--- config.mk ---
export PLATFORM = sky130hd
export DESIGN_NAME = vector_sweep_compare
export DESIGN_NICKNAME = d
export VERILOG_FILES = /design/src/rtl/vector_sweep_compare_pkg.sv /design/src/rtl/vector_sweep_compare_sig_accum.sv /design/src/rtl/vector_sweep_compare.sv
export SDC_FILE = /design/constraint.sdc
export NUM_CORES = 1
export LEC_CHECK = 0
export CORE_AREA = 10 10 86 126
export CTS_BUF_LIST = sky130_fd_sc_hd__clkbuf_8 sky130_fd_sc_hd__clkbuf_16
export DETAILED_ROUTE_END_ITERATION = 7
export DIE_AREA = 0 0 96 136
export DONT_BUFFER_PORTS = 1
export PLACE_DENSITY = 0.49
export SYNTH_ARGS = -nofsm -noshare
export SYNTH_HDL_FRONTEND = slang
export SYNTH_SLANG_ARGS = --single-unit
--- constraint.sdc ---
create_clock -name clk -period 5.7 [get_ports clk]
set_input_delay 0.57 -clock clk [delete_from_list [all_inputs] [get_ports clk]]
set_output_delay 0.57 -clock clk [all_outputs]
set_load 0.01 [all_outputs]
--- src/rtl/vector_sweep_compare_pkg.sv ---
// Shared definitions for the exhaustive vector sweep comparator.
// Holds the FSM state type and the signature width.
package vector_sweep_compare_pkg;

  localparam int unsigned SIG_W = 32;

  typedef enum logic [1:0] {
    IDLE   = 2'd0,
    DRIVE  = 2'd1,
    SAMPLE = 2'd2,
    DONE   = 2'd3
  } state_t;

endpackage

--- src/rtl/vector_sweep_compare_sig_accum.sv ---
// Rotate-and-xor signature accumulator over a stream of response words.
// Reusable by any checker that needs a compact response fingerprint.
module sweep_sig_accum
  import vector_sweep_compare_pkg::*;
#(
  parameter int unsigned DW = 10
) (
  input  logic             clk,
  input  logic             rst,
  input  logic             clear,
  input  logic             enable,
  input  logic [DW-1:0]    data,
  output logic [SIG_W-1:0] sig
);

  always_ff @(posedge clk or posedge rst) begin
    if (rst) begin
      sig <= '0;
    end else if (clear) begin
      sig <= '0;
    end else if (enable) begin
      sig <= {sig[SIG_W-2:0], sig[SIG_W-1]} ^ SIG_W'(data);
    end
  end

endmodule

--- src/rtl/vector_sweep_compare.sv ---
// Walks stim through every AW-bit value, compares golden and DUT responses
// after a settle delay, and reports mismatch count, first failure and signature.
module vector_sweep_compare
  import vector_sweep_compare_pkg::*;
#(
  parameter int unsigned AW     = 8,
  parameter int unsigned YW     = 10,
  parameter int unsigned SETTLE = 1
) (
  input  logic             clk,
  input  logic             rst,
  input  logic             start,
  output logic [AW-1:0]    stim,
  input  logic [YW-1:0]    y_ref,
  input  logic [YW-1:0]    y_dut,
  output logic             busy,
  output logic             done,
  output logic             pass,
  output logic [AW:0]      mismatch_cnt,
  output logic             first_fail_valid,
  output logic [AW-1:0]    first_fail_vec,
  output logic [SIG_W-1:0] signature
);

  localparam int unsigned CW = (SETTLE > 1) ? $clog2(SETTLE) : 1;
  localparam logic [AW-1:0] STIM_LAST = '1;

  state_t        state;
  state_t        state_nx;
  logic [CW-1:0] settle_cnt;
  logic          accept;
  logic          settle_end;
  logic          last_vec;
  logic          mismatch;

  assign accept     = start && ((state == IDLE) || (state == DONE));
  assign settle_end = (settle_cnt == CW'(SETTLE - 1));
  assign last_vec   = (stim == STIM_LAST);
  assign mismatch   = |(y_ref ^ y_dut);

  // State register
  always_ff @(posedge clk or posedge rst) begin
    if (rst) begin
      state <= IDLE;
    end else begin
      state <= state_nx;
    end
  end

  // Next-state logic
  always_comb begin
    state_nx = state;
    case (state)
      IDLE, DONE: if (start)      state_nx = DRIVE;
      DRIVE:      if (settle_end) state_nx = SAMPLE;
      SAMPLE:     state_nx = last_vec ? DONE : DRIVE;
      default:    state_nx = IDLE;
    endcase
  end

  // Status decode; pass only looks at registered state and count
  always_comb begin
    busy = 1'b0;
    done = 1'b0;
    pass = 1'b0;
    case (state)
      DRIVE, SAMPLE: busy = 1'b1;
      DONE: begin
        done = 1'b1;
        pass = (mismatch_cnt == '0);
      end
      default: ;
    endcase
  end

  // Vector sequencing and result capture
  always_ff @(posedge clk or posedge rst) begin
    if (rst) begin
      stim             <= '0;
      settle_cnt       <= '0;
      mismatch_cnt     <= '0;
      first_fail_valid <= 1'b0;
      first_fail_vec   <= '0;
    end else if (accept) begin
      stim             <= '0;
      settle_cnt       <= '0;
      mismatch_cnt     <= '0;
      first_fail_valid <= 1'b0;
      first_fail_vec   <= '0;
    end else begin
      case (state)
        DRIVE: settle_cnt <= settle_end ? '0 : settle_cnt + CW'(1);
        SAMPLE: begin
          if (mismatch) begin
            mismatch_cnt <= mismatch_cnt + (AW + 1)'(1);
            if (!first_fail_valid) begin
              first_fail_valid <= 1'b1;
              first_fail_vec   <= stim;
            end
          end
          // Final vector holds so the reported stim stays at all-ones
          if (!last_vec) stim <= stim + AW'(1);
        end
        default: ;
      endcase
    end
  end

  sweep_sig_accum #(
    .DW(YW)
  ) u_sig (
    .clk   (clk),
    .rst   (rst),
    .clear (accept),
    .enable(state == SAMPLE),
    .data  (y_dut),
    .sig   (signature)
  );

endmodule
=== After elaboration in Yosys (flattened, before gate mapping) ===
Index checks and enable logic that the tools add are counted.

* Register bits: 61
* Logic and storage cells: 59
* Output and inout port bits: 61
* Input port bits: 23

* $add $sub $neg: 3
* Multiplexer cells: 25
* Eq/ne operators: 8
* Bitwise logic cells: 2
* Reduce and logical (&&, ||, !) cells: 14

{| class="wikitable"
|+ Operator list
! cell !! count
|-
| 32-bit two-way mux || 2
|-
| 8-bit two-way mux || 7
|-
| 32-bit by 10-bit bitwise XOR with 32-bit output || 1
|-
| 9-bit two-way mux || 3
|-
| 10-bit OR reduction || 1
|-
| 10-bit bitwise XOR || 1
|-
| 9-bit by 1-bit adder with 9-bit output, second input constant || 1
|-
| 9-bit zero test || 1
|-
| 1-bit two-way mux || 9
|-
| 8-bit by 1-bit adder with 8-bit output, second input constant || 1
|-
| 8-bit equality test, second input constant || 1
|-
| 2-bit two-way mux || 3
|-
| 2-bit inequality test, second input constant || 3
|-
| 2-bit one-hot mux with 3 select lines || 1
|-
| 2-bit AND reduction || 3
|-
| 2-bit nonzero test || 3
|-
| 2-bit equality test, second input constant || 2
|-
| 2-bit OR reduction || 2
|-
| 3-bit AND reduction || 1
|-
| 2-bit by 1-bit equality test with 1-bit output, second input constant || 1
|-
| 2-bit zero test || 1
|-
| 2-bit by 1-bit inequality test with 1-bit output, second input constant || 1
|-
| 1-bit adder, second input constant || 1
|-
| 1-bit logical AND || 1
|-
| 1-bit logical OR || 1
|}

=== Longest topological paths before layout ===
Gate-level depths: netlist of run 1.

* Word-level depth: 5
* Depth in mapped cells: 8
* Depth with buffers taken out: 6

=== Hierarchy ===
Synthesis of run 1 repeated with hierarchy kept, for this count alone.

* Cell total of the unflattened synthesis: 279
* Area total of the unflattened synthesis: 3145.5 µm²

{| class="wikitable"
|+ By module, submodules not included
! module !! seq. area each (µm²) !! instances !! cells each !! area an instance (µm²)
|-
| vector_sweep_compare || 700.7 || 1 || 164 || 1671.6
|-
| sweep_sig_accum || 800.8 || 1 || 115 || 1473.9
|}

=== Least setup slack after synthesis of run 1 ===
Ideal clock, no wire load.

* Kind: register -> register
* Start: reg state[0]
* End: reg first_fail_vec[0]
* Stages on the path, launching flop included: 9
* Period minus slack after synthesis: 1.967 ns
* Required time: 5.578 ns
* Path buffers: 2
* Path slack: 3.733 ns
* Arrival: 1.846 ns
* Cell sequence: dfrtp_1 inv_1 ha_1 nand2_2 nand4_1 or3_1 buf_2 buf_6 a32o_1

* Longest elaborated chain between the ends: 5
* Elaborated cells on any way between the ends: 10
* Those cells by class: 3 x eq/ne; 1 x mux; 6 x reduce/logical

{| class="wikitable"
|+ Ends and longest elaborated chain
! element !! line !! source
|-
| from (decl) || vector_sweep_compare.sv:28 || <nowiki>state_t state;</nowiki>
|-
| from (signal assigned) || vector_sweep_compare.sv:46 || <nowiki>state <= state_nx;</nowiki>
|-
| 2-bit equality test or 2-bit zero test (tied branches) || vector_sweep_compare.sv:36 || <nowiki>assign accept = start && ((state == IDLE) || (state == DONE));</nowiki>
|-
| 1-bit logical OR || vector_sweep_compare.sv:36 ||
|-
| 1-bit logical AND || vector_sweep_compare.sv:36 ||
|-
| 2-bit by 1-bit inequality test with 1-bit output (no source line) or 2-bit nonzero test (tied branches) || n/a ||
|-
| 3-bit AND reduction (no source line) || n/a ||
|-
| to (signal assigned) || vector_sweep_compare.sv:98 || <nowiki>first_fail_vec <= stim;</nowiki>
|-
| to (decl) || vector_sweep_compare.sv:21 || <nowiki>output logic [AW-1:0] first_fail_vec,</nowiki>
|}

Several ways; a longest one is shown, not always the timed one.
A chain may end at the register's enable or synchronous reset.

=== Worst setup path after layout of run 1 ===
* Start: reg state[0]
* End: reg first_fail_vec[6]

The elaborated chain is that of the path after synthesis.

==> summary.txt, run 1 <==
Clock tree
  – CTS tree: yes
  – Clk_lat worst skew: 330 ps
  – Hold_buf cts: 0
  – Htree depth: 3
  – Post-CTS Resized: 0
  – Root buffer cell: clkbuf_16
  – Post CTS Setup Buffer Count: 0
  – CTS max path bufs: 2
  – CTS Sinks: 60
  – Total CTS buffers: 9
  – Clock transition at path regs: 50 ps

Worst setup path
  – CP peak stage delay: between 700 and 800 ps
  – Critical Path Source Type: flop
  – Delay-heaviest family, CP: simple AND/OR/NAND/NOR gates
  – Crit Path Category: flop to flop
  – CP Capture Type: flop
  – Critical Path Fanout Max: 18
  – Max stage delay cell, worst path: or3_1
  – WP data arrival: between 3000 and 4000 ps
  – CP required: roughly 5900 ps
  – CP bufs+invs: 1
  – CP cell instances: inv_1, ha_2, nand2_2, nand4_1, or3_1, a32o_1

Cells and area
  – Diode count: 0
  – Nets@finish: 300
  – Share of cells above drive strength 1: 0.0833
  – Layout area overhead: 13.9%

Yosys
  – Yosys Warn Count: 0
  – Yosys cell types: 38
  – Mapped Area: 2930 sq um
  – Post-synth EDFFs: 0
  – Seq cells post-synth: 60
  – Asr flop ratio synth: 1.00
  – Post-synthesis sequential area ratio: 0.512
  – Share of the synthesized area in the top cell type: 0.512
  – Synthesized instance count: ~270
  – Area leader, netlist: dfrtp_1
  – Syn nets: around 300
  – Synth area leaders: dfrtp_1 51%, mux2i_1 7.5%, xnor2_1 6.3%, nor2_1 4.7%, a32o_1 4.1%
  – Average cell area after synthesis: between 10 and 15 sq um
  – Main synth FF type: dfrtp_1

Timing
  – Slew margin rel.: 0.359
  – Clk_skew: roughly 5.2 ps
  – Fin crit period: between 2000 and 3000 ps
  – RSZ-0062 raised after global routing: no
  – Period utilisation layout: 0.490
  – Final Hold Vio Count: 0
  – Post-route setup TNS: 0 ps
  – Slew Limit Fails: 0
  – Measured slew at the worst slew-check pin: ~960 ps
  – Peak Freq: roughly 360 MHz
  – Final setup fails: 0

Placed design
  – Routability cong.: between 0.7 and 0.8
  – DP HPWL: 5290 um
  – Port buffer count: 0

Floorplan
  – Chip width: around 96 um
  – Initial core utilization: 0.340
  – Die Area: approximately 13000 sq um
  – Core area: between 8000 and 9000 sq um
  – I/O pins: 84
  – Cell row count: 42
  – DIE HEIGHT: about 140 um

Global routing
  – Antenna violations before repair: 0
  – Global-route wire length before repair: 12400 um
  – GRT overflow: 0
  – Vias in the first global route: 2249
  – Largest net degree at the start of global routing: about 60
  – Total GRT Usage: 0.123

Power and ir drop
  – Pwr Density: between 400 and 500 nW/um^2
  – Worst vdd ir: just under 0.3 mV
  – P_leak: about 1.4 nW
  – Overall Power: around 1.6 mW

Status
  – Run status: complete, no violations

Routing
  – ANT nets after route: 0
  – DR pass1 iterations: 4
  – Avg WL per Cell: around 20 um
  – Vias after detailed routing: 2051
  – Vias per cell: 5.31
  – Post-route DRC: 0
  – Starting DRC count in detailed routing: 35
  – Final wirelength: about 7600 um

Min path
  – Hold Crit Class: input pin to async pin

Job
  – Max Cap Viol: 0
==> cells in the mapped netlist, types with 2 or more instances <==
cell type and instances:
dfrtp_1 60, nor2_1 37, mux2i_1 22, xnor2_1 21, nand2_1 13, a32o_1 12
a211oi_1 11, clkbuf_1 10, o31ai_1 10, inv_1 8, o21ai_0 8, ha_1 6
a22o_1 5, buf_2 5, nand4_1 5, nor3_1 5, a21oi_1 4, and3_1 4
nand3_1 3, nor4_1 3, a31oi_1 2, and2_1 2, or3_1 2, xor2_1 2
==> report_power, final <==
part / leakage (nW) / switching (mW) / total, mW / internal, mW
Clock: 0.158 / 0.190 / 0.575 / 0.385
Sequential: 0.820 / 0.101 / 0.589 / 0.487
Combinational: 0.442 / 0.251 / 0.403 / 0.151
==> state kept, by name, indices dropped and copies added (netlist names) <==
register,count
first_fail_valid,1
mismatch_cnt,9
u_sig.sig,32
stim,8
first_fail_vec,8
state,2
==> final timing paths <==
kind	from	end	slack, ps	cells past startpoint
min reg2reg	first_fail_vec[0]	first_fail_vec[0]	570	1
max in group asynchronous	rst	mismatch_cnt[0]	4830	2
min in group clk	start	state[1]	350	1
max	state[0]	first_fail_vec[6]	2910	6
max reg2reg	state[0]	first_fail_vec[6]	2910	6
min	rst	u_sig.sig[24]	350	2
==> area by class of cell <==
| type | instances | area [sq um] |
|---|---|---|
| Timing Repair Buffer | 3 | 22.5 |
| Inverter | 8 | 30.0 |
| Multi-Input combinational cell | 189 | 1330 |
| Clock inverter | 3 | 42.5 |
| Fill cell | 883 | 5280 |
| Tap cell | 110 | 138 |
| Sequential cell | 60 | 1500 |
| Clock buffer | 13 | 280 |
==> stage by stage <==
stage          instance area (sq um)  setup WS, ps  instances   util  hold slack (ps)
6_report                        3340          2910        386  0.388              350
2_1_floorplan                   2930          3650        274      -              526
3_5_place_dp                    3020          2910        370  0.350              567
5_1_grt                         3340          2720        386  0.388              337
3_3_place_gp                    3020          2980        370  0.350              549
4_1_cts                         3340          2900        386  0.388              337
==> cell usage in the layout (no fill, tap or decap), drive strengths merged, types with 2 or more instances in the layout <==
cell / netlist / routed
xnor2: 21 / 21
nand2: 14 / 14
nand3: 3 / 3
a21oi: 4 / 4
xor2: 2 / 2
nor4: 3 / 3
and2: 2 / 2
or3: 2 / 2
nand4: 5 / 5
a211oi: 11 / 11
o31ai: 11 / 11
nor3: 5 / 5
and3: 4 / 4
nor2: 37 / 37
ha: 6 / 6
buf: 7 / 3
clkbuf: 10 / 13
o21ai: 8 / 8
mux2i: 22 / 22
inv: 8 / 8
dfrtp: 60 / 60
a31oi: 2 / 2
a32o: 12 / 12
a22o: 5 / 5
==> layer usage <==
metal | track usage | part of all wire | vias up
met5 | 0 | 0 | -
met4 | 0.0493 | 0.015 | 0
met3 | 0.0591 | 0.085 | 8
met2 | 0.203 | 0.50 | 52
met1 | 0.131 | 0.39 | 1011
li1 | - | - | 980
==> cells by family after synthesis <==
logic type                 Yosys count  synth area share
xor gates and xnor gates            23            0.0687
buffers and inverters               25            0.0367
and+or+nand+nor                     81             0.130
DFF                                 60             0.512
AOI/OAI and AO/OA                   57             0.153
muxes                               22            0.0751
adders and majority gates            6            0.0256
Note: power is estimated with default switching activity, not from simulation.
==> run 2: changes to the inputs <==
- ABC_AREA: not set -> 1
- CORE_AREA: 10 10 86 126 -> 10 10 86 125
- DIE_AREA: 0 0 96 136 -> 0 0 96 135
- PLACE_DENSITY: 0.49 -> 0.51
- clock period: 5.7 -> 2.45 ns (I/O delays scaled with it)
==> run 2 against run 1 <==
Die area down 0.74%. Power up 130%. Critical path depth up 4. Design area up 0.26%. Largest cell class unchanged.
==> summary.txt, run 2 <==
Status
  – Run status: complete, no violations

Clock tree
  – Htree depth: 3 (unchanged)
  – CTS tree: yes
  – CTS Sinks: 60 (unchanged)
  – Hold_buf cts: 1 (+1)
  – Total CTS buffers: 9 (unchanged)
  – Clock transition at path regs: 50 ps (about the same)
  – Clk_lat worst skew: 320 ps (about the same)
  – Post CTS Setup Buffer Count: 0 (unchanged)
  – Post-CTS Resized: 0 (unchanged)
  – CTS max path bufs: 2 (unchanged)
  – Root buffer cell: clkbuf_16

Power and ir drop
  – Clk pwr share: 0.372 (+0.005)
  – Switching Power: 1.25 mW (+130%)
  – Combinational power share: 0.244 (-0.013)
  – Worst vdd ir: 0.489 mV (+64%)
  – Sequential power share: 0.384 (+0.008)
  – Pwr Density: 1070 nW/um^2 (+130%)
  – Overall Power: 3.59 mW (+130%)
  – Switching share of power: 0.349 (+0.00200)
  – P_leak: 1.58 nW (+11%)
  – Internal power component: 2.34 mW (+130%)

Floorplan
  – I/O pins: 84 (unchanged)
  – DIE HEIGHT: 135 um (-0.74%)
  – Chip width: 96 um (unchanged)
  – Core area: 8410 sq um (-2.4%)
  – Cell row count: 41 (-2.4%)
  – Initial core utilization: 0.345 (+0.00473)
  – Die Area: 13000 sq um (-0.74%)

Cells and area
  – Diode count: 0 (unchanged)
  – Max reg flops: 32 (unchanged)
  – Area taken by multi-input logic gates: 1140 sq um (-14%)
  – Sequential cell area: 1500 sq um (unchanged)
  – Leading cell types in the layout, fill and taps excluded: 64 x nand2_1, 60 x dfrtp_1, 55 x inv_1
  – Fillers: 894 (+1.2%)
  – Nets@finish: 367 (+22%)
  – Commonest non-fill, non-tap cell in the layout: nand2_1
  – Most flops, register: u_sig.sig
  – Largest registers: u_sig.sig (32), mismatch_cnt (9)
  – Share of cells above drive strength 1: 0.0904 (+0.00705)
  – Layout area overhead: 15.4%
  – Final Util: 0.398 (+0.0105)
  – Post-Layout Cell Count: 450 (+17%)

Timing
  – Fin worst setup slack: 388 ps (-2520 ps)
  – Peak Freq: 485 MHz (+35%)
  – Clk_skew: 2.66 ps (-2.55 ps)
  – RSZ-0062 raised after global routing: no
  – Post-route setup TNS: 0 ps (unchanged)
  – Fin crit period: 2060 ps (-731 ps)
  – Final Hold Vio Count: 0 (unchanged)
  – Measured slew at the worst slew-check pin: 741 ps (-220 ps)
  – Slew Limit Fails: 0 (unchanged)
  – Final setup fails: 0 (unchanged)
  – Period utilisation layout: 0.841 (+0.351)
  – Slew margin rel.: 0.506 (+0.147)

Routing
  – Vias after detailed routing: 2195 (+7.0%)
  – Post-route DRC: 0 (unchanged)
  – DR pass1 iterations: 4 (unchanged)
  – ANT nets after route: 0 (unchanged)
  – Avg WL per Cell: 16.7 um (-16%)
  – Starting DRC count in detailed routing: 122 (+250%)
  – Final wirelength: 7500 um (-1.9%)
  – Vias per cell: 4.88 (-8.2%)

Job
  – Max Cap Viol: 0 (unchanged)

Yosys
  – Synth Area in Compound Gates: 0.0991 (-0.0536)
  – Area leader, netlist: dfrtp_1
  – Synth Area in Simple Gates: 0.198 (+0.0686)
  – Post-Synth XOR/XNOR Area: 0.0694 (+0.000710)
  – Yosys Warn Count: 0 (unchanged)
  – Synth area leaders: dfrtp_1 52%, nand2_1 8.3%, inv_1 7.1%, o22ai_1 4.7%, xnor2_1 4.5%
  – Post-Synth Adder-Cell Area: 0.0259 (+0.000265)
  – Post-synth EDFFs: 0 (unchanged)
  – Yosys cell types: 26 (-32%)
  – Seq cells post-synth: 60 (unchanged)
  – Post-synthesis mux area share: 0 (-0.0751)
  – Average cell area after synthesis: 8.80 sq um (-18%)
  – Syn nets: 359 (+18%)
  – Synthesized instance count: 330 (+20%)
  – Asr flop ratio synth: 1.00 (unchanged)
  – Post-synth top cells: 64 x nand2_1, 60 x dfrtp_1, 55 x inv_1, 23 x nand3_1, 22 x o22ai_1
  – Main combinational cell family by area after synthesis: simple AND/OR/NAND/NOR gates
  – Post-synthesis sequential area ratio: 0.517 (+0.00529)
  – Share of the synthesized area in the top cell type: 0.517 (+0.00529)
  – Mapped Area: 2900 sq um (-1.0%)
  – Count leader, synth: nand2_1
  – Main synth FF type: dfrtp_1

Worst setup path
  – R2R cell count: 10 (+4)
  – Flop-to-flop setup slack: 390 ps (-2520 ps)
  – Crit Path Category: flop to flop
  – CP peak stage delay: 370 ps (-420 ps)
  – Worst Setup SP: state[0]
  – Crit path top cell by count: nand2_2
  – WP depth: 10 (+4)
  – Worst r2r dst: mismatch_cnt[3]
  – Critical Path Fanout Max: 12 (-6)
  – CP required: 2640 ps (-3270 ps)
  – CP cell instances: inv_1, ha_1, nand2_2, nand2_2, nor2_1, nand2_1, nor2_2, nand2_2, nand2_1, o21ai_1
  – CP Capture Type: flop
  – WP data arrival: 2250 ps (-760 ps)
  – CP bufs+invs: 1 (unchanged)
  – R2R Path Start: state[0]
  – Delay-heaviest family, CP: simple AND/OR/NAND/NOR gates
  – Crit path capture: mismatch_cnt[3]
  – Critical Path Source Type: flop
  – Max stage delay cell, worst path: dfrtp_1

Global routing
  – Global-route wire length before repair: 12100 um (-2.7%)
  – Antenna violations before repair: 0 (unchanged)
  – Total GRT Usage: 0.120 (-0.00278)
  – Largest net degree at the start of global routing: 59 (-3.3%)
  – Vias in the first global route: 2351 (+4.5%)
  – GRT overflow: 0 (unchanged)

Placed design
  – Placed Cells: 433 (+17%)
  – DP HPWL: 5650 um (+6.8%)
  – Routability cong.: 0.846 (+18%)
  – Port buffer count: 0 (unchanged)
  – Place WS: 372 ps (-2540 ps)

Min path
  – Hold Crit Class: input pin to flop
-- run 2: final cells by class --
class,count,share of cell area
clock inverter,6,0.0235
timing repair buffer,6,0.0142
sequential,60,0.448
inverter,56,0.0627
tap,107,0.0400
multi-input combinational,205,0.340
clock buffer,10,0.0713
-- run 2: cell families (layout without fill, tap and decap cells) --
logic type      Yosys count  after routing
fa+ha+maj                 6              6
simple gates            125            125
xor+xnor                 23             23
compound gates           51             51
buf+inv                  65             78
flops                    60             60
-- run 2: power groups by stage --
stage | registers [mW] | clock network, mW | logic (mW)
final | 1.38 | 1.33 | 0.877
after global routing | 1.41 | 1.41 | 1.01
after CTS | 1.39 | 1.37 | 0.902
after detailed placement | 1.41 | 0 | 0.898
after global placement | 1.40 | 0 | 0.885
after floorplan | 1.34 | 0 | 0.694
-- run 2: per-stage QoR --
stage | hold WS [ps] | cell area, sq um
finish | 130 | 3350
global placement | -12.7 | 3020
CTS | 119 | 3350
global route | 134 | 3350
detailed placement | -13.8 | 3020
floorplan | 447 | 2900
-- run 2: layer usage --
layer,wire length [um],vias up,share of wire,track usage
met5,0,-,0,0
met2,3780,61,0.50,0.194
li1,-,1087,-,-
met1,2730,1034,0.36,0.124
met3,798,13,0.11,0.0594
met4,192,0,0.026,0.0641
-- run 2: how the worst min path moves through the flow --
stage | startpoint | endpoint | slack, ps | cells after the start
3_3_place_gp | rst | mismatch_cnt[2] | -10 | 1
3_5_place_dp | rst | mismatch_cnt[3] | -10 | 1
5_1_grt | y_dut[5] | u_sig.sig[5] | 130 | 2
6_report | y_dut[5] | u_sig.sig[5] | 130 | 2
2_1_floorplan | y_dut[9] | u_sig.sig[9] | 450 | 2
4_1_cts | y_dut[5] | u_sig.sig[5] | 120 | 2
